`src/rtl/openfire_mem_arbiter_pkg.sv`:
```
// Shared encodings for the OpenFire memory arbiter and its byte-lane steering logic.
package openfire_mem_arbiter_pkg;

    localparam logic [1:0] SIZE_BYTE = 2'd0;
    localparam logic [1:0] SIZE_HALF = 2'd1;
    localparam logic [1:0] SIZE_WORD = 2'd2;

    // Bit 3 is the lowest-addressed byte (big-endian lane order).
    localparam logic [3:0] BE_BYTE0   = 4'b1000;
    localparam logic [3:0] BE_HALF_HI = 4'b1100;
    localparam logic [3:0] BE_HALF_LO = 4'b0011;
    localparam logic [3:0] BE_WORD    = 4'b1111;

    typedef enum logic [1:0] {
        StIdle = 2'd0,
        StDacc = 2'd1,
        StIacc = 2'd2,
        StDone = 2'd3
    } state_e;

endpackage

```
`src/rtl/openfire_lane_steer.sv`:
```
// Big-endian byte-lane steering: write replication, byte enables, misalignment check and
// read-lane extraction with zero extension. Purely combinational.
module openfire_lane_steer
    import openfire_mem_arbiter_pkg::*;
(
    input  logic [1:0]  addr_lo,
    input  logic [1:0]  size,
    input  logic [31:0] wdata_in,
    input  logic [31:0] rdata,
    output logic [31:0] wdata,
    output logic [3:0]  be,
    output logic        misaligned,
    output logic [31:0] rdata_out
);

    always_comb begin
        wdata      = wdata_in;
        be         = BE_WORD;
        misaligned = 1'b0;
        case (size)
            SIZE_BYTE: begin
                wdata = {4{wdata_in[7:0]}};
                be    = BE_BYTE0 >> addr_lo;
            end
            SIZE_HALF: begin
                wdata      = {2{wdata_in[15:0]}};
                be         = addr_lo[1] ? BE_HALF_LO : BE_HALF_HI;
                misaligned = addr_lo[0];
            end
            // Size 3 behaves as a word access.
            default: misaligned = |addr_lo;
        endcase
    end

    always_comb begin
        rdata_out = rdata;
        case (be)
            4'b1000: rdata_out = {24'h0, rdata[31:24]};
            4'b0100: rdata_out = {24'h0, rdata[23:16]};
            4'b0010: rdata_out = {24'h0, rdata[15:8]};
            4'b0001: rdata_out = {24'h0, rdata[7:0]};
            4'b1100: rdata_out = {16'h0, rdata[31:16]};
            4'b0011: rdata_out = {16'h0, rdata[15:0]};
            default: rdata_out = rdata;
        endcase
    end

endmodule

```
`src/rtl/openfire_mem_arbiter.sv`:
```
// Merges the CPU fetch and data ports onto one single-outstanding memory bus, with data
// priority, lane steering, misalignment detection and a bus timeout.
module openfire_mem_arbiter
    import openfire_mem_arbiter_pkg::*;
#(
    parameter int unsigned TIMEOUT_CYCLES = 255,
    parameter int unsigned CNT_W          = 8
) (
    input  logic        clock,
    input  logic        reset,
    input  logic [31:0] imem_addr,
    input  logic        imem_re,
    output logic [31:0] imem_data_in,
    output logic        imem_done,
    input  logic [31:0] dmem_addr,
    input  logic [31:0] dmem_data_out,
    input  logic        dmem_we,
    input  logic        dmem_re,
    input  logic [1:0]  dmem_input_sel,
    output logic [31:0] dmem_data_in,
    output logic        dmem_done,
    output logic        dmem_alignment_exception,
    output logic        mem_req,
    output logic        mem_we,
    output logic [31:0] mem_addr,
    output logic [3:0]  mem_be,
    output logic [31:0] mem_wdata,
    input  logic [31:0] mem_rdata,
    input  logic        mem_ack,
    output logic        bus_error
);

    localparam bit              TIMEOUT_EN = TIMEOUT_CYCLES != 0;
    localparam logic [CNT_W-1:0] CNT_LAST  = CNT_W'(TIMEOUT_CYCLES - 1);

    state_e state_q, state_d;

    logic [CNT_W-1:0] cnt_q;
    logic [31:0]      addr_q;
    logic [1:0]       lo_q;
    logic [1:0]       size_q;
    logic             we_q;
    logic [31:0]      wdata_q;
    logic [3:0]       be_q;
    logic [31:0]      imem_data_q;
    logic [31:0]      dmem_data_q;
    logic             imem_done_q;
    logic             dmem_done_q;
    logic             align_exc_q;
    logic             bus_error_q;

    logic        dmem_req;
    logic        busy;
    logic        timed_out;
    logic [1:0]  steer_lo;
    logic [1:0]  steer_size;
    logic [31:0] steer_wdata;
    logic [3:0]  steer_be;
    logic        steer_misaligned;
    logic [31:0] steer_rdata;
    logic [1:0]  unused_imem_lo;

    assign unused_imem_lo = imem_addr[1:0];
    assign dmem_req       = dmem_re | dmem_we;
    assign busy           = (state_q == StDacc) || (state_q == StIacc);
    assign timed_out      = TIMEOUT_EN && busy && !mem_ack && (cnt_q == CNT_LAST);

    // In IDLE the steer sees the live request; during an access it sees the latched one.
    assign steer_lo   = (state_q == StIdle) ? dmem_addr[1:0] : lo_q;
    assign steer_size = (state_q == StIdle) ? dmem_input_sel : size_q;

    openfire_lane_steer u_lane_steer (
        .addr_lo    (steer_lo),
        .size       (steer_size),
        .wdata_in   (dmem_data_out),
        .rdata      (mem_rdata),
        .wdata      (steer_wdata),
        .be         (steer_be),
        .misaligned (steer_misaligned),
        .rdata_out  (steer_rdata)
    );

    always_ff @(posedge clock) begin
        if (!reset) begin
            state_q <= StIdle;
        end else begin
            state_q <= state_d;
        end
    end

    always_comb begin
        state_d = state_q;
        case (state_q)
            StIdle: begin
                if (dmem_req) begin
                    state_d = steer_misaligned ? StDone : StDacc;
                end else if (imem_re) begin
                    state_d = StIacc;
                end
            end
            StDacc, StIacc: begin
                if (mem_ack || timed_out) begin
                    state_d = StDone;
                end
            end
            default: state_d = StIdle;
        endcase
    end

    always_comb begin
        mem_req                  = busy;
        mem_we                   = busy & we_q;
        mem_addr                 = addr_q;
        mem_be                   = be_q;
        mem_wdata                = wdata_q;
        imem_data_in             = imem_data_q;
        imem_done                = imem_done_q;
        dmem_data_in             = dmem_data_q;
        dmem_done                = dmem_done_q;
        dmem_alignment_exception = align_exc_q;
        bus_error                = bus_error_q;
    end

    always_ff @(posedge clock) begin
        if (!reset) begin
            cnt_q       <= '0;
            addr_q      <= '0;
            lo_q        <= '0;
            size_q      <= SIZE_BYTE;
            we_q        <= 1'b0;
            wdata_q     <= '0;
            be_q        <= '0;
            imem_data_q <= '0;
            dmem_data_q <= '0;
            imem_done_q <= 1'b0;
            dmem_done_q <= 1'b0;
            align_exc_q <= 1'b0;
            bus_error_q <= 1'b0;
        end else begin
            cnt_q       <= busy ? cnt_q + CNT_W'(1) : '0;
            imem_done_q <= 1'b0;
            dmem_done_q <= 1'b0;
            align_exc_q <= 1'b0;
            bus_error_q <= 1'b0;
            case (state_q)
                StIdle: begin
                    if (dmem_req && steer_misaligned) begin
                        dmem_done_q <= 1'b1;
                        align_exc_q <= 1'b1;
                        dmem_data_q <= '0;
                    end else if (dmem_req) begin
                        addr_q  <= {dmem_addr[31:2], 2'b00};
                        lo_q    <= dmem_addr[1:0];
                        size_q  <= dmem_input_sel;
                        we_q    <= dmem_we;
                        wdata_q <= steer_wdata;
                        be_q    <= steer_be;
                    end else if (imem_re) begin
                        addr_q <= {imem_addr[31:2], 2'b00};
                        lo_q   <= 2'b00;
                        size_q <= SIZE_WORD;
                        we_q   <= 1'b0;
                        be_q   <= BE_WORD;
                    end
                end
                StDacc: begin
                    if (mem_ack) begin
                        dmem_data_q <= steer_rdata;
                        dmem_done_q <= 1'b1;
                    end else if (timed_out) begin
                        dmem_data_q <= '0;
                        dmem_done_q <= 1'b1;
                        bus_error_q <= 1'b1;
                    end
                end
                StIacc: begin
                    if (mem_ack) begin
                        imem_data_q <= mem_rdata;
                        imem_done_q <= 1'b1;
                    end else if (timed_out) begin
                        imem_data_q <= '0;
                        imem_done_q <= 1'b1;
                        bus_error_q <= 1'b1;
                    end
                end
                default: ;
            endcase
        end
    end

endmodule

```
`config.mk`:
```
export PLATFORM = sky130hd
export DESIGN_NAME = openfire_mem_arbiter
export DESIGN_NICKNAME = d
export VERILOG_FILES = /design/src/rtl/openfire_mem_arbiter_pkg.sv /design/src/rtl/openfire_lane_steer.sv /design/src/rtl/openfire_mem_arbiter.sv
export SDC_FILE = /design/constraint.sdc
export NUM_CORES = 1
export LEC_CHECK = 0
export ABC_AREA = 1
export BUFFER_PORTS_ARGS = -buffer_cell sky130_fd_sc_hd__buf_2
export CORE_MARGIN = 2
export CORE_UTILIZATION = 45
export CTS_CLUSTER_DIAMETER = 40
export CTS_CLUSTER_SIZE = 14
export DETAILED_ROUTE_END_ITERATION = 8
export GPL_ROUTABILITY_DRIVEN = 0
export PLACE_DENSITY_LB_ADDON = 0.15
export RECOVER_POWER = 50
export SETUP_SLACK_MARGIN = 0.1
export SLEW_MARGIN = 40
export SYNTH_ARGS = -nofsm -noshare
export SYNTH_HDL_FRONTEND = slang
export SYNTH_HIERARCHICAL = 1
export SYNTH_SLANG_ARGS = --single-unit
```
`constraint.sdc`:
```
create_clock -name clock -period 3.1 [get_ports clock]
set_input_delay 0 -clock clock [delete_from_list [all_inputs] [get_ports clock]]
set_output_delay 0 -clock clock [all_outputs]
set_load 0.03 [all_outputs]
```
# After elaboration in Yosys (flattened, before gate mapping)
# Index checks and enable logic that the tools add are counted.
# word_totals
regBits,151
latch_bits,0
ram_bits,0
romBits,0
output_inout_bits,138
n_memories,0
# classes
addsub,1
mul,0
n_div,0
n_lt_le_gt_ge,0
eq_ne,14
shifts,1
mux,30
bitwise_logic,5
n_reduce_logical,22
# op_table
cell,count
2-to-1 mux 32 bit,6
one-hot mux 32 bit (6 select lines),1
one-hot mux 32 bit (2 select lines),2
2-to-1 mux 2 bit,9
2-to-1 mux 4 bit,3
AND reduction 2 bit,5
AND reduction 3 bit,3
adder 8 x 1 -> 8 bit (second input constant),1
== test 4 x 2 -> 1 bit (second input constant),2
== test 4 bit (second input constant),2
== test 8 bit (second input constant),1
one-hot mux 4 bit (2 select lines),1
!= test 3 bit (second input constant),2
nonzero test 2 bit,3
2-to-1 mux 1 bit,5
== test 2 x 1 -> 1 bit (second input constant),2
== test 4 x 1 -> 1 bit (second input constant),1
== test 4 x 3 -> 1 bit (second input constant),1
logical NOT 2 bit,2
!= test 2 x 1 -> 1 bit (second input constant),2
one-hot mux 1 bit (2 select lines),2
one-hot mux 2 bit (2 select lines),1
OR reduction 2 bit,2
right shift 4 x 2 -> 4 bit (first input constant),1
other kinds (8),13

# Longest topological paths before layout
# depth
word_depth,8
mapped_depth,19
ltp_nobuf,17

# By module
# The synthesis kept the hierarchy.
# modules_own_cells
module,n_inst,cells_per_inst,area_per_inst_um2
openfire_mem_arbiter,1,891,6200.9
openfire_lane_steer,1,199,924.6

# Worst setup path after synthesis
# Ideal clock, no wire load.
# synth_path
path_type,reg2reg
start,reg state_q[0]
end,reg dmem_data_q[10] (netlist: dmem_data_in[10])
setup_time_ns,0.115
arrival_time_ns,2.795
required_time_ns,2.985
slack_ns,0.190
stages_incl_launch_ff,18
path_buffers,5
cell_sequence,dfxtp_1 inv_1 ha_1 buf_2 buf_1 o21ai_0 buf_4 inv_1 o22ai_1 inv_1 nor2_4 nor2_2 nor2_2 buf_2 buf_4 nand3_1 nand2_1 nor2_1
# synth_between
elab_cells_between_ends,29
classes_between,eq/ne (11); shift (1); mux (8); reduce/logical (9)
# synth_rtl
element,line_no,source
from (decl),openfire_mem_arbiter.sv:36,"state_e state_q, state_d;"
from (signal assigned),openfire_mem_arbiter.sv:85,state_q <= StIdle;
from (signal assigned),openfire_mem_arbiter.sv:87,state_q <= state_d;
logical NOT 2 bit (*),openfire_mem_arbiter.sv:70,assign steer_size = (state_q == StIdle) ? dmem_input_sel : size_q;
2-to-1 mux 2 bit (*),openfire_mem_arbiter.sv:70,
net steer_size[1],openfire_mem_arbiter.sv:56,logic [1:0] steer_size;
== test 2 x 1 -> 1 bit / logical NOT 2 bit (equally long branches),openfire_lane_steer.sv:20,case (size)
one-hot mux 1 bit (2 select lines) (*),openfire_lane_steer.sv:20,
net steer_misaligned,openfire_mem_arbiter.sv:59,logic steer_misaligned;
logical AND 1 bit (*),openfire_mem_arbiter.sv:147,if (dmem_req && steer_misaligned) begin
!= test 2 x 1 -> 1 bit (no line) (*),n/a,
AND reduction 3 bit (no line) (*),n/a,
to (signal assigned),openfire_mem_arbiter.sv:168,dmem_data_q <= steer_rdata;
to (decl),openfire_mem_arbiter.sv:46,logic [31:0] dmem_data_q;
# The timed path passes the listed nets; every way through them passes the cells marked *.
# A chain may end at the register's enable or synchronous reset.

# Worst setup path in the final report
# layout_path
start,reg state_q[0]
end,reg dmem_data_q[2] (netlist: dmem_data_in[2])
# The elaborated chain is that of the path after synthesis.

==> flow_metrics.env <==
export IMPL_critPathBufInv=6
export IMPL_grt_max_degree=71
export IMPL_synthFlopType="dfxtp_1"
export IMPL_crit_slowest_cell="dfxtp_1"
export IMPL_core_area_mm2=0.0153
export IMPL_dp_hpwl_mm=15.9
export IMPL_vias=8448
export IMPL_cts_made_buffers=17
export IMPL_cts_tree="yes"
export IMPL_synth_top_cells_by_count="nand2_1, dfxtp_1, nor2_1"
export IMPL_dieArea_mm2=0.0169
export IMPL_drtAntennaViolNets=0
export IMPL_grt_pass1_vias=8025
export IMPL_layout_setup_ws_ns=0.382
export IMPL_slowest_delay_ns=0.38
export IMPL_peakVddDrop_uv=575
export IMPL_route_detailed_drc=0
export IMPL_antenna_cells=0
export IMPL_max_freq_mhz=368
export IMPL_p_sw_share_pct=49.1
export IMPL_synth_area_leader_cell="dfxtp_1"
export IMPL_io_pins=274
export IMPL_crit_path_end_kind="flip-flop"
export IMPL_slew_limit_headroom_pct=53.8
export IMPL_synth_edf_count=0
export IMPL_initial_utilization_pct=46.5
export IMPL_drive_gt1_share_pct=14.0
export IMPL_netlist_area_mm2=0.00713
export IMPL_p_leak_nw=4.63
export IMPL_hold_path_class="in -> reg"
export IMPL_numPortBuffers=269
export IMPL_status="completed"
export IMPL_synth_top_area_share_pct=41.9
export IMPL_wl_per_cell_um=14.8
export IMPL_setup_tns_ns=0
export IMPL_rsz0062_at_grt="false"
export IMPL_max_cap_violations=0
export IMPL_crit_family="simple AND/OR/NAND/NOR gates"
export IMPL_stdcell_count=1671
export IMPL_path_cells="inv_1 > ha_4 > inv_2 > nand2_1 > nand2_1 > inv_1 > nor2_1 > inv_1 > o22ai_2 > inv_1 > nor2_4 > nor2_2 > nor2_4 > buf_12 > nand2_4 > nand2_1 > nand2_1 > nor2_1"
export IMPL_viasPerCell=5.06
export IMPL_yosys_warnings=6
export IMPL_fillers=1442
export IMPL_antenna_found_initial=0
export IMPL_fin_crit_sh_pct=87.7
export IMPL_synth_cell_types=27
export IMPL_die_y_um=130
export IMPL_powerDensity_mw_per_mm2=1070
export IMPL_critPathArrivalTime_ns=3.08
export IMPL_finalCriticalPeriod_ns=2.72
export IMPL_skew_ns=0.00874
export IMPL_num_rows=45
export IMPL_yosysSeqAreaShare_pct=41.9
export IMPL_firstDrtPassIters=8
export IMPL_dp_cells=1517
export IMPL_worst_slew_pin_slew_ns=0.694
export IMPL_grt_pass1_wl_mm=38.9
export IMPL_power_mw=10.9
export IMPL_fin_util_pct=66.6
export IMPL_slew_viol_final=0
export IMPL_syn_avg_cell_area_um2=6.54
export IMPL_clkPwrFrac_pct=19.1
export IMPL_syn2layout_area_growth_pct=43.2
export IMPL_synthArstFlopShare_pct=0
export IMPL_routed_wl_mm=24.7
export IMPL_crit_fanout=47
export IMPL_syn_inst=1090
export IMPL_final_nets=1589
export IMPL_synth_area_leaders="dfxtp_1, nand2_1, nand3_1"
export IMPL_clkSinkCount=149
export IMPL_ys_seq_elements=149
export IMPL_comb_power_share_pct=53.9
export IMPL_sequentialPowerShare_pct=27.0
export IMPL_cts_max_level=4
export IMPL_crit_type="reg -> reg"
export IMPL_dp_slack_ns=0.145
export IMPL_p_int_mw=5.57
export IMPL_worstPathRequired_ns=3.46
export IMPL_hold_viol=0
export IMPL_clock_latency_ns=0.42
export IMPL_path_clk_slew_ns=0.06
export IMPL_die_w_um=130
export IMPL_clock_tree_buffer_depth=2
export IMPL_grt_use_total_pct=28.9
export IMPL_cts_root_buffer="clkbuf_16"
export IMPL_switching_power_mw=5.37
export IMPL_synth_most_common_cell="nand2_1"
export IMPL_overflow=0
export IMPL_start_kind="flip-flop"
export IMPL_setup_violations=0
export IMPL_drt_iter0_drc=840
==> state kept, by name, indices dropped and copies added (netlist names) <==
register,count
state_q,2
mem_addr,30
size_q,2
mem_be,4
mem_wdata,32
dmem_alignment_exception,1
we_q,1
dmem_data_in,32
imem_done,1
cnt_q,8
dmem_done,1
imem_data_in,32
lo_q,2
bus_error,1
==> power groups by stage <==
stage | combinational [mW] | clock (mW) | sequential, mW
2_1_floorplan | 3.04 | 0 | 4.16
3_3_place_gp | 5.78 | 0 | 2.94
3_5_place_dp | 5.82 | 0 | 2.95
4_1_cts | 5.98 | 2.12 | 2.93
5_1_grt | 6.55 | 2.20 | 3.01
6_report | 5.90 | 2.09 | 2.95
==> stage by stage <==
step | hold slack (ns) | area, um2
5_1_grt | 0.0338 | 10200
3_3_place_gp | 0.286 | 8540
2_1_floorplan | 0.147 | 7130
3_5_place_dp | 0.293 | 8540
4_1_cts | 0.000442 | 10300
6_report | 0.0117 | 10200
==> final cells by class <==
| cell class | count | area [um2] | share of cell area [%] |
|---|---|---|---|
| clock buffer | 20 | 437 | 4.28 |
| tap | 211 | 264 | 2.59 |
| inverter | 75 | 282 | 2.76 |
| clock inverter | 12 | 154 | 1.51 |
| timing repair buffer | 412 | 2570 | 25.2 |
| sequential | 149 | 2980 | 29.2 |
| multi-input combinational | 792 | 3510 | 34.4 |
==> timing repair <==
item | 4_1_cts | 5_1_grt
setup endpoints to repair | 0 | 40
hold buffers | 122 | 0
setup buffers | 0 | 0
gates resized for setup | 0 | 3
hold endpoints to repair | 93 | 0
==> layer usage <==
metal,wire length (um),vias up,track usage (%)
met5,0,-,0
met4,765,0,11.8
met3,1920,72,6.77
met2,12000,387,50.3
met1,10100,3817,34.4
li1,-,4172,-
==> tightest hold or removal path, cell delays in order <==
cell and delay (ns):
buf_2 0.10, nand2_1 0.06, nand3_1 0.08, nand3_1 0.08
a21oi_1 0.06
==> path summary, 6_finish.rpt <==
path | startpoint | slack (ns) | cells past startpoint | endpoint
setup reg to reg | state_q[0] | 0.38 | 18 | dmem_data_in[2]
setup / recovery | state_q[0] | 0.38 | 18 | dmem_data_in[2]
hold / removal | dmem_data_out[24] | 0.01 | 5 | mem_wdata[24]
hold reg to reg | lo_q[1] | 0.46 | 2 | lo_q[1]
==> cell usage in the layout, fill, tap and decap left out, types with 2 or more instances in the layout <==
master           n
a21oi_1         99
buf_2          135
buf_4           20
bufinv_16        3
clkbuf_1       137
clkbuf_16       17
clkinv_2         3
clkinvlp_4       3
conb_1           2
dfxtp_1        149
dlygate4sd3_1  122
ha_1             5
inv_1           69
inv_2            6
inv_6            2
nand2_1        352
nand3_1        105
nand4_1         10
nor2_1         136
nor2_2           4
nor2_4           4
nor3_1           2
nor4_1           2
o211ai_1         6
o21ai_0         57
==> cells by family after synthesis <==
family	Yosys count	share of synthesized area (%)
simple gates	617	35.5
xor+xnor	1	0.123
flops	149	41.9
compound gates	166	12.0
buf+inv	150	9.45
other cells	1	0.0526
fa+ha+maj	6	1.05
Note: power is estimated with default switching activity, not from simulation.
